### src/rtl/threshold_setter_writer.sv
// Writer side of the threshold-setter link: sequences glitch-free write/clear strobes with
// setup and hold margins. Define THRESHOLD_RANGE_CHECK_EN to reject out-of-range write values.
module threshold_setter_writer #(
  parameter int unsigned SETUP_CYCLES      = 1,
  parameter int unsigned STROBE_CYCLES     = 2,
  parameter int unsigned HOLD_CYCLES       = 1,
  parameter logic [31:0] DEFAULT_THRESHOLD = 32'd1,
  parameter logic [31:0] THRESH_MIN        = 32'h0000_0000,
  parameter logic [31:0] THRESH_MAX        = 32'hFFFF_FFFF
) (
  input  logic        clk,
  input  logic        reset,
  input  logic        req_valid,
  output logic        req_ready,
  input  logic        req_clear,
  input  logic [31:0] req_data,
  output logic        busy,
  output logic        done,
  output logic        err,
  output logic [31:0] shadow,
  output logic [31:0] setter_threshold,
  output logic        setter_write,
  output logic        setter_reset
);

  typedef enum logic [1:0] {IDLE, SETUP, STROBE, HOLD} state_t;

  localparam logic [7:0] SETUP_LD  = 8'(SETUP_CYCLES - 1);
  localparam logic [7:0] STROBE_LD = 8'(STROBE_CYCLES - 1);
  localparam logic [7:0] HOLD_LD   = 8'(HOLD_CYCLES - 1);

  if (SETUP_CYCLES < 1 || SETUP_CYCLES > 255 || STROBE_CYCLES < 1 || STROBE_CYCLES > 255 ||
      HOLD_CYCLES < 1 || HOLD_CYCLES > 255 || THRESH_MIN > THRESH_MAX) begin : g_bad_params
    $error("threshold_setter_writer: illegal parameter set");
  end

  state_t      state, state_nxt;
  logic [7:0]  cnt, cnt_nxt;
  logic        clr, clr_nxt;
  logic [31:0] thr_nxt, shadow_nxt;
  logic        write_nxt, sreset_nxt, ready_nxt, busy_nxt, done_nxt, err_nxt;
  logic        in_range;

`ifdef THRESHOLD_RANGE_CHECK_EN
  // 33-bit differences: the borrow bit flags a value below MIN or above MAX.
  logic [32:0] lo_diff, hi_diff;
  assign lo_diff  = {1'b0, req_data} - {1'b0, THRESH_MIN};
  assign hi_diff  = {1'b0, THRESH_MAX} - {1'b0, req_data};
  assign in_range = !lo_diff[32] && !hi_diff[32];
`else
  assign in_range = 1'b1;
`endif

  always_comb begin
    state_nxt  = state;
    cnt_nxt    = cnt;
    clr_nxt    = clr;
    thr_nxt    = setter_threshold;
    shadow_nxt = shadow;
    ready_nxt  = 1'b0;
    done_nxt   = 1'b0;
    err_nxt    = 1'b0;
    case (state)
      IDLE: begin
        ready_nxt = 1'b1;
        if (req_valid && req_ready) begin
          if (req_clear || in_range) begin
            state_nxt = SETUP;
            cnt_nxt   = SETUP_LD;
            clr_nxt   = req_clear;
            thr_nxt   = req_clear ? DEFAULT_THRESHOLD : req_data;
            ready_nxt = 1'b0;
          end else begin
            err_nxt = 1'b1;
          end
        end
      end
      SETUP: begin
        if (cnt == 8'd0) begin
          state_nxt = STROBE;
          cnt_nxt   = STROBE_LD;
        end else begin
          cnt_nxt = cnt - 8'd1;
        end
      end
      STROBE: begin
        if (cnt == 8'd0) begin
          state_nxt  = HOLD;
          cnt_nxt    = HOLD_LD;
          shadow_nxt = setter_threshold;
        end else begin
          cnt_nxt = cnt - 8'd1;
        end
      end
      HOLD: begin
        if (cnt == 8'd0) begin
          state_nxt = IDLE;
          done_nxt  = 1'b1;
          ready_nxt = 1'b1;
        end else begin
          cnt_nxt = cnt - 8'd1;
        end
      end
      default: state_nxt = IDLE;
    endcase
    // Strobes are decoded from the next state so the outputs themselves come straight from flops.
    write_nxt  = (state_nxt == STROBE) && !clr_nxt;
    sreset_nxt = (state_nxt == STROBE) && clr_nxt;
    busy_nxt   = (state_nxt != IDLE);
  end

  always_ff @(posedge clk or posedge reset) begin
    if (reset) begin
      state            <= IDLE;
      cnt              <= 8'd0;
      clr              <= 1'b0;
      setter_threshold <= DEFAULT_THRESHOLD;
      shadow           <= DEFAULT_THRESHOLD;
      setter_write     <= 1'b0;
      setter_reset     <= 1'b1;
      req_ready        <= 1'b0;
      busy             <= 1'b0;
      done             <= 1'b0;
      err              <= 1'b0;
    end else begin
      state            <= state_nxt;
      cnt              <= cnt_nxt;
      clr              <= clr_nxt;
      setter_threshold <= thr_nxt;
      shadow           <= shadow_nxt;
      setter_write     <= write_nxt;
      setter_reset     <= sreset_nxt;
      req_ready        <= ready_nxt;
      busy             <= busy_nxt;
      done             <= done_nxt;
      err              <= err_nxt;
    end
  end

endmodule

### config.mk
export PLATFORM = sky130hd
export DESIGN_NAME = threshold_setter_writer
export DESIGN_NICKNAME = d
export VERILOG_FILES = /design/src/rtl/threshold_setter_writer.sv
export SDC_FILE = /design/constraint.sdc
export NUM_CORES = 1
export LEC_CHECK = 0
export ABC_AREA = 1
export CAP_MARGIN = 20
export CORE_UTILIZATION = 42
export DETAILED_ROUTE_END_ITERATION = 8
export PLACE_DENSITY = 0.87
export SLEW_MARGIN = 20
export SYNTH_ARGS = -nofsm -noshare
export SYNTH_HDL_FRONTEND = slang
export SYNTH_SLANG_ARGS = --single-unit
### constraint.sdc
create_clock -name clk -period 2.6 [get_ports clk]
set_clock_uncertainty 0.1 [all_clocks]
set_input_delay 0.39 -clock clk [delete_from_list [all_inputs] [get_ports clk]]
set_output_delay 0.39 -clock clk [all_outputs]
set_load 0.1 [all_outputs]
== After elaboration in Yosys (flattened, before gate mapping) ==
Cells that the tools add are included.
W data, S select, Z words.
Word-level totals
  flip-flop bits (word level): 80
  input port bits: 36
  word-level logic and storage cells: 44
  output and inout bits: 70
Cells by class
  multiplexer cells: 17
  reductions and logical operators: 10
  eq/ne operators: 6
  $add $sub $neg: 1
Operators by type and width (number)
  $mux W32: 1
  $mux W8: 4
  $pmux W8 S4: 1
  $logic_not A8 Y1: 1
  $mux W2: 4
  $pmux W2 S4: 1
  $sub A8 B1 Y8 const B: 1
  $eq A2 B2 Y1 const B: 3
  $reduce_and A2 Y1: 3
  $mux W1: 5
  $ne A2 B2 Y1 const B: 2
  $logic_and A1 B1 Y1: 3
  $eq A2 B1 Y1 const B: 1
  $logic_not A2 Y1: 1
  $pmux W1 S2: 1
  $reduce_bool A2 Y1: 1
  $logic_not A1 Y1: 1

== Longest topological paths before layout ==
  depth in word-level cells: 5
  gate-level depth with buffers: 11
  mapped depth without buffers: 11

== Worst setup path after synthesis ==
No wires, ideal clock.
  path kind: flip-flop to flip-flop
  start: register req_ready
  end: register setter_threshold[10]
  library setup time: 0.130 ns
  buffers on the path: 1
  arrival time: 1.676 ns
  period minus slack after synthesis: 1.906 ns
  stages on the path, launching flop included: 5
  data required time: 2.370 ns
  path slack: 0.694 ns
  path through: dfrtp_1 nand3_1 inv_1 clkbuf_1 o21ai_0
On the way
  longest elaborated chain between the ends: 2
RTL lines
  from (decl): line 14  | output logic req_ready,
  from (signal assigned): line 133  | req_ready <= ready_nxt;
  $logic_and A1 B1 Y1: line 66  | if (req_valid && req_ready) begin
  $reduce_and A2 Y1 (no line)
  to (signal assigned): line 129  | setter_threshold <= thr_nxt;
  to (decl): line 21  | output logic [31:0] setter_threshold,
Every way passes these cells.
A chain may end at the register's enable or synchronous reset.

== Final worst setup path ==
  start: register cnt[0]
  end: register shadow[19]
On the way
  longest elaborated chain between the ends: 2
RTL lines
  from (decl): line 38  | logic [7:0] cnt, cnt_nxt;
  from (signal assigned): line 127  | cnt <= cnt_nxt;
  $logic_not A8 Y1: line 87  | if (cnt == 8'd0) begin
  $reduce_and A2 Y1 (no line)
  to (signal assigned): line 130  | shadow <= shadow_nxt;
  to (decl): line 20  | output logic [31:0] shadow,
Every way passes these cells.

==> impl_metrics.csv <==
group,metric,value,unit
outcome,outcome,"completed",
synthesis,ys_seq_area_frac,0.595,
pwr,leakage,0.00235,uW
synthesis,synthTopCellsByArea,"dfrtp_1, nand2_1, inv_1",
critical_path,cp_max_fo,64,
floorplan,ioPinCount,106,
layout,n_antenna_cell,0,
pwr,finalPower,2330,uW
synthesis,yosys.area.top_type,"dfrtp_1",
cts,cts.sinks,80,
timing,fmax,0.528,GHz
timing,setup_viol,0,
critical_path,cp-end-kind,"flip-flop",
floorplan,dieWidth,91.6,um
global_route,grt_overflow,0,
detailed_routing,routed_via_density,4.80,
floorplan,die_height,91.6,um
critical_path,start_kind,"flip-flop",
synthesis,synth_area,0.00337,mm2
floorplan,die_area,0.00839,mm2
layout,nFillCells,640,
placement,gp_congestion,0.871,
synthesis,yosys.area.top_type_share,0.571,
synthesis,ys_seq_elements,80,
cts,postCtsHoldBufs,0,
run,max_cap_violations,0,
timing,period_needed,1890,ps
synthesis,synth_cell_types,27,
detailed_routing,drt-initial-drc-count,113,
critical_path,cp.arrival,1990,ps
detailed_routing,drt_pass1_iterations,4,
detailed_routing,wl_per_cell,13.4,um
detailed_routing,drc,0,
detailed_routing,antenna_left,0,
timing,whs,180,ps
cts,clk_pin_slew,90,ps
cts,cts_tree,"built",
timing,maxSlewHeadroom,0.561,
synthesis,netlist_instances,364,
critical_path,reg2regPathDepth,7,
global_route,grt_pass1_vias,2684,
cts,ctsHtreeMaxLevel,3,
global_route,antenna_found_initial,0,
timing,slew_viol_final,0,
pwr,cellPowerDensity,512,mW/mm2
synthesis,synth_edf_count,0,
global_route,grt_usage,0.196,
critical_path,regToRegSetupSlack,710,ps
critical_path,r2r_end,"shadow[19]",
floorplan,fp-row-count,32,
detailed_routing,via_count,2772,
critical_path,crit_required,2690,ps
critical_path,critPathKind,"flip-flop to flip-flop",
timing,period_share,0.729,
cts,cts_setup_buffers,0,
placement,dp_hpwl,5510,um
min_path,hold_path.class,"input port to async pin",
cts,clockRootBuffer,"clkbuf_8",
placement,io_buffer_count,104,
cts,clockBufferDepth,2,
floorplan,start_util,0.436,
synthesis,async_flop_share,1.00,
cts,post_cts_resized,0,
detailed_routing,routed_wl,7720,um
synthesis,synth_flop_cell,"dfrtp_1",
layout,drive_gt1_frac,0.246,
synthesis,syn_area_per_cell,9.26,um2
critical_path,rr_startpoint,"cnt[0]",
cts,clock_latency,340,ps
critical_path,endpoint,"shadow[19]",
timing,hold_violations,0,
global_route,grt_max_degree,65,
timing,setup_tns,0,ps
timing,grt_setup_unrepaired,"no",
synthesis,syn-num-nets,406,
timing,tightest_slew,659,ps
pwr,max-vdd-ir-drop,0.000283,V
layout,nets,513,
global_route,grt_pass1_wl,12900,um
cts,cts_inserted_buffers,9,
synthesis,synth_warnings,0,
floorplan,coreArea,0.00773,mm2
critical_path,critical_path.startpoint,"cnt[0]",
layout,area_delta_synth_final,35.3,%
[layout make-up]
class / count / area, um2 / share of cell area
well taps: 102 / 128 / 0.0280
clock buffers: 10 / 128 / 0.0280
multi-input cells: 215 / 1060 / 0.233
flip-flops and latches: 80 / 2010 / 0.440
clock inverters: 6 / 92.6 / 0.0203
inverters: 56 / 214 / 0.0469
repair buffers: 109 / 931 / 0.204
[metrics by stage]
step           utilization  cells  setup slack [ps]  cell area, um2
6_report             0.591    578               706            4560
3_5_place_dp         0.562    562               661            4340
5_1_grt              0.591    578               526            4560
4_1_cts              0.591    578               707            4560
3_3_place_gp         0.562    562               749            4340
2_1_floorplan            -    364              63.2            3370
[where the power goes]
| part | switching (uW) | leakage [uW] | internal [uW] |
|---|---|---|---|
| Combinational | 38.5 | 0.00135 | 49.7 |
| Clock | 456 | 0.000103 | 546 |
| Sequential | 0 | 0.000905 | 1240 |
| Total | 495 | 0.00235 | 1840 |
[critical path, stage by stage, from the launching register on]
cell     delay (ps)
dfrtp_1         400
inv_1           100
ha_1            190
nand3_1         140
nor2_4          170
nand2_4         340
nand2_1         170
o21ai_1          90
[worst min path at each step]
stage,startpoint,to,slack [ps]
global route,reset,shadow[6],190
CTS,reset,setter_threshold[1],170
floorplan,cnt[0],cnt[0],370
finish,reset,setter_threshold[1],180
global placement,shadow[0],shadow[0],370
detailed placement,shadow[0],shadow[0],370
[logic make-up after synthesis]
family | count (synthesis) | synth area share
adders and majority gates | 6 | 0.0223
buffers and inverters | 69 | 0.0894
AOI/OAI and AO/OA | 71 | 0.108
other | 1 | 0.00111
DFF | 80 | 0.595
and+or+nand+nor | 137 | 0.184
[registers in the layout (all words and copies together), names as in the netlist]
name              cells
clr                   1
setter_threshold     32
state                 2
busy                  1
setter_reset          1
setter_write          1
req_ready             1
cnt                   8
done                  1
shadow               32
[cell usage in the layout (no fill, tap or decap), drive strengths merged]
cell type / netlist / routed
o22ai: 1 / 1
buf: 10 / 74
bufinv: 0 / 2
nand4: 3 / 3
or2: 1 / 1
o21ai: 68 / 68
clkinvlp: 0 / 2
dfstp: 3 / 3
clkbuf: 3 / 10
nor2: 19 / 19
clkinv: 0 / 2
nand2: 102 / 102
nand3: 10 / 10
a21oi: 1 / 1
o211ai: 1 / 1
nor3: 2 / 2
dfrtp: 77 / 77
ha: 6 / 6
conb: 1 / 1
clkdlybuf4s50: 0 / 35
inv: 56 / 56
[cell usage after synthesis (2+ instances only)]
cell type / count
buf_2: 5
buf_6: 4
clkbuf_1: 3
dfrtp_1: 77
dfstp_2: 3
ha_1: 6
inv_1: 50
inv_2: 5
nand2_1: 93
nand2_2: 5
nand2_4: 4
nand3_1: 9
nand4_1: 3
nor2_1: 12
nor2_2: 5
nor2_4: 2
nor3_1: 2
o21ai_0: 36
o21ai_1: 32
[per-layer routing]
layer  share of wire  vias up  wire length [um]  GRT usage
li1                -     1343                 -          -
met1            0.43     1331              3310      0.247
met2            0.51       92              3960      0.332
met3           0.047        6               360     0.0394
met4           0.011        0                88     0.0688
met5               0        -                 0          0
Power figures use the tool's default switching activity.
==> RTL change: new RTL, same flow settings <==
Re-encode `state_t` (4 states) as one-hot, 4 bits wide.
--- a/src/rtl/threshold_setter_writer.sv
+++ b/src/rtl/threshold_setter_writer.sv
@@ -23,7 +23,7 @@
   output logic        setter_reset
 );
 
-  typedef enum logic [1:0] {IDLE, SETUP, STROBE, HOLD} state_t;
+  typedef enum logic [3:0] {IDLE = 4'b0001, SETUP = 4'b0010, STROBE = 4'b0100, HOLD = 4'b1000} state_t;
 
   localparam logic [7:0] SETUP_LD  = 8'(SETUP_CYCLES - 1);
   localparam logic [7:0] STROBE_LD = 8'(STROBE_CYCLES - 1);
Check against the original RTL: no difference found for any inputs over 10 cycles, from zero or initial values and one cycle with reset high; not proved beyond that.
==> RTL change against the unedited design <==
Worst setup slack worse by 0.10 ns; design area is 1.1% higher; via count is 5.8% higher; largest cell class unchanged; critical path depth is 3 higher; wire length is 2.1% higher; sequential cell count is 2 higher; synthesized area is 2.6% higher.
Power is left out: the tool's default activity adds up to more than one toggle a clock period on the data nets, which glitch-free logic cannot reach.
==> RTL change: results (changes against the unedited design) <==
INFO  placed_design  post-place-ws=0.4345ns [-0.2265 ns]
INFO  global_route   grt_pass1_vias=2,825 [+5.3%]
INFO  placed_design  globalplace.congestion=0.8245 [-5.3%]
INFO  clock_tree     post-cts-setup-buffer-count=0 [unchanged]
INFO  critical_path  critical_path_arrival=2.13ns [+0.14 ns]
INFO  route          detailroute.via_count=2,933 [+5.8%]
INFO  finish         nonClockBufferCount=110 [+0.92%]
INFO  global_route   gr_util_met3=0.04926 [+0.009898]
INFO  finish         final-seq-area=2057µm² [+2.6%]
INFO  finish         multi_input_comb_cells=239 [+11%]
INFO  placed_design  detailed_place_hpwl=5680µm [+3.0%]
INFO  synth          postSynthNetCount=428 [+5.4%]
INFO  finish         sequential_cell_count=82 [+2.5%]
INFO  synth          synthTopCellsByArea=sky130_fd_sc_hd__dfrtp_1, sky130_fd_sc_hd__nand2_1, sky130_fd_sc_hd__inv_1
INFO  critical_path  critPathMaxFanout=12 [-81%]
INFO  critical_path  worst_path_largest_cell_delay=0.42ns [+0.02 ns]
INFO  global_route   grt_util_all_layers=0.1914 [-0.004159]
INFO  route          detail_route.iter0.violations=112 [-0.88%]
INFO  route          drt_wl_total=7888µm [+2.1%]
INFO  finish         finalNonFillerCells=603 [+4.3%]
INFO  global_route   grt_first_pass_wirelength=12,990µm [+0.96%]
INFO  synth          yosys.area.top_type_share=0.5640 [-0.007437]
INFO  finish         multi_input_area_share=0.2384 [+0.005062]
INFO  finish         layout-drive-gt1-share=0.2156 [-0.03023]
INFO  global_route   grt_start_max_net_pins=39 [-40%]
INFO  finish         finish.net_count=534 [+4.1%]
INFO  finish         area_share_clock_buf_inv=0.04041 [-0.007846]
INFO  run_status     outcome=finished, final reports clean
INFO  placed_design  post_dp_cell_area=4427µm² [+1.9%]
INFO  placed_design  placed_cells=587 [+4.4%]
INFO  synth          avgSynthCellArea=8.874µm² [-4.2%]
INFO  finish         areaGrowthSynthToFinish=33.30%
INFO  finish         final-nonclk-buf-share=0.2034 [-0.0005856]
INFO  global_route   grt_use_met2=0.3088 [-0.02326]
INFO  finish         design_area=4613µm² [+1.1%]
## RTL change: cell families after synthesis
family,count (synthesis),synth area share
XOR/XNOR,1,0.002531
flip-flops,82,0.5944
other,1,0.001084
adder cells (fa/ha/maj),2,0.007230
buffers and inverters,69,0.08857
AO/OA/AOI/OAI,76,0.1110
AND/OR/NAND/NOR,159,0.1952
## RTL change: final timing paths
path / from / end / slack (ns) / cells after the start
setup / recovery: cnt[0] / cnt[5] / 0.61 / 10
hold / removal: reset / setter_threshold[12] / 0.19 / 2
setup reg to reg: cnt[0] / cnt[5] / 0.61 / 10
hold reg to reg: setter_threshold[0] / setter_threshold[0] / 0.39 / 2
max in group asynchronous: reset / shadow[30] / 1.55 / 3
min in group clk: setter_threshold[0] / setter_threshold[0] / 0.39 / 2
## RTL change: metal layers
layer	share of wire	up-vias
met1	0.45	1392
met3	0.065	14
met5	0	-
met2	0.47	99
met4	0.017	0
li1	-	1428
